--- src/rtl/uart_tx_serializer.sv ---
// Word-buffered UART transmitter: big-endian 16-bit words in, 8 data + parity + stop frames out.
// BUSY paces the upstream reader and holds off a new message until the current one is on the wire.
module uart_tx_serializer #(
    parameter int CLK_FREQ   = 48000000,
    parameter int BAUD       = 115200,
    parameter int FIFO_DEPTH = 64,
    parameter int FIFO_AW    = 6
) (
    input  logic        CLK,
    input  logic        RST,
    input  logic [15:0] DATA,
    input  logic        ENA,
    input  logic [7:0]  MSG_LEN_IN,
    input  logic        PARITY_IN,
    output logic        TX,
    output logic        BUSY,
    output logic        OVERFLOW
);
    localparam int DIV   = (CLK_FREQ + BAUD / 2) / BAUD;
    localparam int DIV_W = (DIV > 1) ? $clog2(DIV) : 1;
    localparam int CNT_W = FIFO_AW + 1;
    localparam logic [DIV_W-1:0] DIV_LAST = DIV_W'(DIV - 1);
    localparam logic [DIV_W-1:0] DIV_PRE  = DIV_W'(DIV - 2);
    localparam logic [CNT_W-1:0] BUSY_LVL = CNT_W'(FIFO_DEPTH - 2);
    localparam logic [CNT_W-1:0] FULL_LVL = CNT_W'(FIFO_DEPTH);

    typedef enum logic [2:0] {
        ST_IDLE, ST_LOAD, ST_START, ST_DATA, ST_PARITY, ST_STOP
    } state_t;

    // FIFO storage and pointers
    logic [15:0]        mem [FIFO_DEPTH];
    logic [FIFO_AW-1:0] wr_ptr, rd_ptr;
    logic [CNT_W-1:0]   count, count_nxt;
    logic [15:0]        rd_data;
    logic               fifo_full, fifo_empty, push, pop;

    // write-side message tracking
    logic               msg_active, msg_active_nxt;
    logic [7:0]         words_left, words_left_nxt, len_words;
    logic               accept, drop, msg_start;

    // transmit side
    state_t             state, state_nxt;
    logic [DIV_W-1:0]   div_cnt, div_nxt;
    logic [2:0]         bit_cnt, bit_nxt;
    logic [15:0]        hold, hold_nxt;
    logic               hi, hi_nxt;
    logic [7:0]         bytes_left, bytes_left_nxt, bytes_after;
    logic               par, par_nxt;
    logic               goto_load, stop_done, div_done;
    logic [7:0]         nxt_byte;
    logic               tx_nxt, busy_nxt;

    assign fifo_full  = (count == FULL_LVL);
    assign fifo_empty = (count == '0);
    assign rd_data    = mem[rd_ptr];

    // NOTE: the word store is deliberately not reset; only pointers and count need a known state.
    always_ff @(posedge CLK) begin
        if (push) mem[wr_ptr] <= DATA;
    end

    always_comb begin
        // NOTE: every variable gets a default first so no path can infer a latch.
        len_words      = 8'(({1'b0, MSG_LEN_IN} + 9'd1) >> 1);
        accept         = ENA && !BUSY && !fifo_full;
        drop           = ENA && (BUSY || fifo_full);
        msg_start      = accept && !msg_active && (MSG_LEN_IN != 8'd0);
        push           = msg_start || (accept && msg_active);
        msg_active_nxt = msg_active;
        words_left_nxt = words_left;
        if (msg_start) begin
            words_left_nxt = len_words - 8'd1;
            msg_active_nxt = (len_words != 8'd1);
        end else if (push) begin
            words_left_nxt = words_left - 8'd1;
            msg_active_nxt = (words_left != 8'd1);
        end
    end

    always_comb begin
        state_nxt      = state;
        div_nxt        = div_cnt + DIV_W'(1);
        bit_nxt        = bit_cnt;
        hold_nxt       = hold;
        hi_nxt         = hi;
        pop            = 1'b0;
        par_nxt        = msg_start ? PARITY_IN : par;
        bytes_after    = bytes_left - 8'd1;
        bytes_left_nxt = bytes_left;
        div_done       = (div_cnt == DIV_LAST);
        // the stop bit is cut one cycle short when a LOAD follows, keeping frames gapless
        goto_load      = !hi && (bytes_after != 8'd0);
        stop_done      = div_done || (goto_load && div_cnt == DIV_PRE);

        case (state)
            ST_IDLE: begin
                div_nxt = '0;
                if (bytes_left != 8'd0 && !fifo_empty) state_nxt = ST_LOAD;
            end
            ST_LOAD: begin
                div_nxt = '0;
                if (!fifo_empty) begin
                    pop       = 1'b1;
                    hold_nxt  = rd_data;
                    hi_nxt    = 1'b1;
                    state_nxt = ST_START;
                end
            end
            ST_START: begin
                if (div_done) begin
                    div_nxt   = '0;
                    bit_nxt   = 3'd0;
                    state_nxt = ST_DATA;
                end
            end
            ST_DATA: begin
                if (div_done) begin
                    div_nxt = '0;
                    if (bit_cnt == 3'd7) state_nxt = ST_PARITY;
                    else                 bit_nxt   = bit_cnt + 3'd1;
                end
            end
            ST_PARITY: begin
                if (div_done) begin
                    div_nxt   = '0;
                    state_nxt = ST_STOP;
                end
            end
            ST_STOP: begin
                if (stop_done) begin
                    div_nxt        = '0;
                    bytes_left_nxt = bytes_after;
                    if (hi && bytes_after != 8'd0) begin
                        hi_nxt    = 1'b0;
                        state_nxt = ST_START;
                    end else if (goto_load) begin
                        state_nxt = ST_LOAD;
                    end else begin
                        state_nxt = ST_IDLE;
                    end
                end
            end
            default: state_nxt = ST_IDLE;
        endcase

        if (msg_start) bytes_left_nxt = MSG_LEN_IN;
        count_nxt = count + CNT_W'(push) - CNT_W'(pop);

        // outputs are registered from next-state values so they line up with the state they describe
        nxt_byte = hi_nxt ? hold_nxt[15:8] : hold_nxt[7:0];
        case (state_nxt)
            ST_START:  tx_nxt = 1'b0;
            ST_DATA:   tx_nxt = nxt_byte[bit_nxt];
            ST_PARITY: tx_nxt = (^nxt_byte) ^ par_nxt;
            default:   tx_nxt = 1'b1;
        endcase
        busy_nxt = (count_nxt >= BUSY_LVL) || (!msg_active_nxt && bytes_left_nxt != 8'd0);
    end

    // NOTE: sequential state uses non-blocking assignments only.
    always_ff @(posedge CLK or negedge RST) begin
        if (!RST) begin
            wr_ptr     <= '0;
            rd_ptr     <= '0;
            count      <= '0;
            msg_active <= 1'b0;
            words_left <= '0;
            state      <= ST_IDLE;
            div_cnt    <= '0;
            bit_cnt    <= '0;
            hold       <= '0;
            hi         <= 1'b0;
            bytes_left <= '0;
            par        <= 1'b0;
            TX         <= 1'b1;
            BUSY       <= 1'b0;
            OVERFLOW   <= 1'b0;
        end else begin
            if (push) wr_ptr <= wr_ptr + FIFO_AW'(1);
            if (pop)  rd_ptr <= rd_ptr + FIFO_AW'(1);
            count      <= count_nxt;
            msg_active <= msg_active_nxt;
            words_left <= words_left_nxt;
            state      <= state_nxt;
            div_cnt    <= div_nxt;
            bit_cnt    <= bit_nxt;
            hold       <= hold_nxt;
            hi         <= hi_nxt;
            bytes_left <= bytes_left_nxt;
            par        <= par_nxt;
            TX         <= tx_nxt;
            BUSY       <= busy_nxt;
            OVERFLOW   <= OVERFLOW | drop;
        end
    end
endmodule

--- config.mk ---
export PLATFORM = sky130hd
export DESIGN_NAME = uart_tx_serializer
export DESIGN_NICKNAME = d
export VERILOG_FILES = /design/src/rtl/uart_tx_serializer.sv
export SDC_FILE = /design/constraint.sdc
export NUM_CORES = 1
export LEC_CHECK = 0
export CELL_PAD_IN_SITES_DETAIL_PLACEMENT = 1
export CELL_PAD_IN_SITES_GLOBAL_PLACEMENT = 2
export CORE_ASPECT_RATIO = 0.9
export CORE_MARGIN = 2
export CORE_UTILIZATION = 40
export CTS_CLUSTER_SIZE = 10
export DETAILED_ROUTE_END_ITERATION = 10
export PLACE_DENSITY = 0.68
export REMOVE_ABC_BUFFERS = 1
export SYNTH_ARGS = -nofsm -noshare
export SYNTH_HDL_FRONTEND = slang
export SYNTH_SLANG_ARGS = --single-unit
--- constraint.sdc ---
create_clock -name CLK -period 8.7 [get_ports CLK]
set_input_delay 2.175 -clock CLK [delete_from_list [all_inputs] [get_ports CLK]]
set_output_delay 2.175 -clock CLK [all_outputs]
set_load 0.1 [all_outputs]
-- Word level (Yosys, flattened, before mapping)
Memory sizes are Yosys's and may differ from the RTL's.
Index checks and enable logic that the tools add are counted.
- $add $sub $neg: 10
- bitwise operators: 2
- equality and inequality tests: 14
- multiplexer cells: 39
- order comparisons: 2
- reductions and logical operators: 31
- operators with widths (kind ; number):
    $mux 8 ; 6
    $mux 16 ; 2
    $reduce_bool 8->1 ; 4
    $mux 3 ; 10
    $pmux 9 s3 ; 1
    $sub 8x1->8 const B ; 3
    $eq 9x9->1 const B ; 2
    $mux 9 ; 2
    $pmux 3 s6 ; 1
    $ne 8x1->1 const B ; 2
    $add 6x1->6 const B ; 2
    $eq 3x2->1 const B ; 4
    $eq 3x3->1 const B ; 4
    $mux 1 ; 12
    $logic_and 1x1->1 ; 11
    $add 8x1->9 const B ; 1
    $add 9x1->9 const B ; 1
    $reduce_xor 8->1 ; 1
    $add 7x1->7 ; 1
    $eq 7x7->1 const B ; 1
    $ge 7x6->1 const B ; 1
    $logic_not 7->1 ; 1
    $sub 7x1->7 ; 1
    $logic_not 1->1 ; 6
    15 further kinds ; 18
- output and inout port bits: 3
- bits in registers: 72
- memories: 1
- input port bits: 28
- RAM bits: 1024
- word-level logic and storage cells: 114
- memories (memory ; depth ; bits a word ; read ports ; clocked after Yosys merged registers in ; wr ports ; line ; text):
    mem ; 64 ; 16 ; 1 ; 0 ; 1 ; 32 ; logic [15:0] mem [FIFO_DEPTH];

-- Logic depth before layout (Yosys ltp)
- depth in word-level cells: 11
- depth in mapped cells: 21
- depth with buffers taken out: 19

-- Least setup slack after synthesis
Ideal clock, no wire load.
- path kind: in2reg
- start point: input MSG_LEN_IN[2]
- end point: register BUSY
- setup slack: 3686 ps
- setup time: 125 ps
- path buffers: 2
- required time: 8575 ps
- cell stages on the path: 18
- arrival: 4889 ps
- cell sequence: clkbuf_1 > nor4_1 > nand3_1 > o21a_1 > clkbuf_1 > clkinv_1 > ha_1 > inv_1 > ha_1 > fa_1 > a21oi_1 > nor2_1 > o21ai_0 > a21oi_1 > nor2_1 > xnor2_1 > a31oi_1 > o21ai_1
- elaborated cells between the ends (all ways): 15
- classes of those cells: 3 x add/sub; 1 x order compare; 1 x eq/ne; 3 x mux; 7 x reduce/logical
- RTL lines (item ; line ; text):
    start: declaration ; 13 ; input logic [7:0] MSG_LEN_IN,
    $reduce_bool 8->1 ; 69 ; msg_start = accept && !msg_active && (MSG_LEN_IN != 8'd0);
    $logic_and 1x1->1 ; 69 ;
    $logic_or 1x1->1 ; 70 ; push = msg_start || (accept && msg_active);
    $add 7x1->7 ; 149 ; count_nxt = count + CNT_W'(push) - CNT_W'(pop);
    $sub 7x1->7 ; 149 ;
    net count_nxt[6] ; 34 ; logic [CNT_W-1:0] count, count_nxt;
    $ge 7x6->1 ; 159 ; busy_nxt = (count_nxt >= BUSY_LVL) || (!msg_active_nxt && bytes_left_nxt != 8'd0);
    $logic_or 1x1->1 ; 159 ;
    net busy_nxt ; 53 ; logic tx_nxt, busy_nxt;
    end signal: assignment ; 194 ; BUSY <= busy_nxt;
    end: declaration ; 16 ; output logic BUSY,
The timed path passes the listed nets, and every way through them passes these cells.
A chain may end at the register's enable or synchronous reset.

-- Worst setup path after layout
- start point: input MSG_LEN_IN[0]
- end point: register BUSY
Same word-level chain as after synthesis.

==> metrics.csv <==
metric,value,unit
Port-buffer cells,30,
net switching power,2.08,mW
crit-path max cell delay,0.62,ns
Hold Path Sink,hold[4],
status,completed,
yosys warns,0,
Pleak,16.9,nW
combinational share of power,1.3,%
post-synthesis sequential area ratio,74.2,%
most frequent cells in the layout,"edfxtp_1, mux4_2, mux2i_1, nor2_1, clkbuf_16",
clock-pin slew on the worst setup and hold paths,0.06,ns
Routed WL per cell,29.3,um
clock root buffer,clkbuf_16,
Routed WL,117,mm
worst setup margin,3.03,ns
part of the power in registers,55.3,%
DRT Pass-1 Iters,5,
CTS Hold Buffers Added,0,
vias in the first global route,23700,
FF-to-FF End,TX,
Total Routing Usage GR,20.9,%
Clock power frac,43.4,%
crit-path leading delay family,adder cells,
number of max-cap violations,0,
Final Skew,0.0316,ns
critical path class,primary input to flip-flop,
"commonest non-fill, non-tap cell in the layout",edfxtp_1,
# setup viols final,0,
Final Core Density,45.5,%
hold path startpoint,hold[4],
GRT Residual Overflow,0,
vias per inst,5.69,
initial antenna violation count,5,
# IOs,31,
core area,109000,um2
final hold violation count,0,
worst path cell trace,"clkdlybuf4s50_1, inv_1, ha_1, nand3_1, o21a_1, clkinv_1, ha_1, inv_1, ha_1, fa_1, a21oi_1, nor2_1, o21ai_0, a21oi_1, nor2_1, xnor2_1, a31oi_1, o21ai_1",
RSZ-0062 raised after global routing,no,
setup bufs post-CTS,0,
Mapped Area,43800,um2
Mapped Cells,2313,
global-route wire length before repair,171,mm
maximum vdd drop,0.000244,V
"Max FO, Critical Path",16,
standard-cell rows,115,
Crit. End Element,flip-flop,
DR vias,22700,
Initial Utilization,40.2,%
DR iter-0 viols,2167,
post-route clock period utilization,65.2,%
P per Cell Area,210,nW/um2
Int Pwr,8.35,mW
Area Overhead vs Synth,13.1,%
Switching Share,19.9,%
clock buffer depth,3,
die outline area,112000,um2
Die Y,318,um
average size of a mapped cell,19.0,um2
Max-slew headroom,19.3,%
Min-Delay Path Depth,2,
achievable frequency,0.176,GHz
Async SR Flop Fraction,6.57,%
Critical Path RT,9.28,ns
Die X,353,um
worst slew pin tran,1.21,ns
cell repeated most along the worst path,ha_1,
slowest CP cell,clkdlybuf4s50_1,
post-route ant nets,0,
Post-synth EDFFs,1024,
"Data arrival, critical path",6.25,ns
R2R Setup Slk,3.46,ns
residual DRC count,0,
worst skew pair latency,0.71,ns
fin nets,2503,
fin. max-slew vios,0,
R2R Path Start,rd_ptr[0],
reg2reg path depth,11,
largest net degree at the start of global routing,85,
number of synthesized register bits,1096,
number of clock sinks,1096,
layout cell share with drive strength beyond 1,19.6,%
WP buf/inv,4,
Hold Slack,0.466,ns
predominant post-synthesis flop cell,edfxtp_1,
Min-Delay Path Class,flip-flop to flip-flop,
post-cts resize count,0,
htree depth,3,
critical path startpoint category,primary input,
gpl congestion,0.843,
CTS tree,done,
post-synth cell types,82,
Placement Setup Slack,2.33,ns
dpl hpwl,70.8,mm
number of CTS-inserted buffers,121,
Final min period,5.67,ns
tightest hold or removal path, delay by kind of cell, from the launching register on:
kind             cells  cell delay [ns]
AND/OR/NAND/NOR      2             0.11
flip-flops           1             0.32
synthesized netlist by cell type, types with 23 or more instances:
master    count  area (um2)
o21ai_0      51         255
mux4_2      196        4410
a21oi_1      39         195
ha_1         23         288
edfxtp_1   1024       30700
nand3_1      27         135
a211oi_1     24         180
inv_1        33         124
nand2_1      63         236
nor2_1      135         507
mux2i_1     179        1790
xnor2_1      28         245
buf_4        24         180
clkbuf_1     62         233
dfrtp_1      71        1780
o22ai_1      32         200
logic make-up after synthesis:
| group | share of synthesized area (%) |
|---|---|
| AO/OA/AOI/OAI | 4.39 |
| flip-flops | 74.2 |
| AND/OR/NAND/NOR | 3.46 |
| multiplexers | 14.5 |
| buffers and inverters | 1.74 |
| adder cells (fa/ha/maj) | 0.702 |
| XOR/XNOR | 0.910 |
how the worst max path moves through the flow:
stage / cells past startpoint / slack (ns) / from / to
after detailed placement: 18 / 2.33 / MSG_LEN_IN[0] / BUSY
after global placement: 18 / 2.36 / MSG_LEN_IN[0] / BUSY
after global routing: 18 / 2.64 / MSG_LEN_IN[0] / BUSY
after floorplan: 10 / -5.49 / rd_ptr[0] / TX
after CTS: 18 / 3.08 / MSG_LEN_IN[0] / BUSY
final: 18 / 3.03 / MSG_LEN_IN[0] / BUSY
area by class of cell:
| class | instances | area, um2 |
|---|---|---|
| Multi-Input combinational cell | 1053 | 10500 |
| Sequential cell | 1096 | 32600 |
| Timing Repair Buffer | 144 | 1120 |
| Antenna cell | 2 | 5.00 |
| Tap cell | 1462 | 1830 |
| Fill cell | 10300 | 59500 |
| Inverter | 35 | 131 |
| Clock inverter | 9 | 92.6 |
| Clock buffer | 188 | 3300 |
state kept, by name, indices dropped and copies added (netlist names), 3 cells and up:
signal	count
bit_cnt	3
bytes_left	8
count	7
div_cnt	9
hold	16
mem	1024
rd_ptr	6
state	3
words_left	8
wr_ptr	6
power by group through the flow:
stage          combinational (mW)  sequential (mW)  clock (mW)
2_1_floorplan              0.0110             5.87           0
3_3_place_gp                0.131             5.87           0
3_5_place_dp                0.139             5.87           0
4_1_cts                     0.139             5.76        4.63
5_1_grt                     0.146             5.76        4.82
6_report                    0.135             5.77        4.52
metrics by stage:
step,instances,total power [mW],area [um2],setup TNS [ns]
6_report,3989,10.4,49600,0
5_1_grt,3987,10.7,49600,0
4_1_cts,3987,10.5,49600,0
3_5_place_dp,3790,6.01,46200,0
3_3_place_gp,3790,6.00,46200,0
2_1_floorplan,2184,5.88,43200,-96.89
metal layers:
layer	routed length (um)	up-vias	track usage (%)
li1	-	9675	-
met1	52200	12200	30.1
met2	53600	673	31.8
met3	7820	168	4.97
met4	3060	6	5.69
met5	36	-	0
Note: power is estimated with default switching activity, not from simulation.
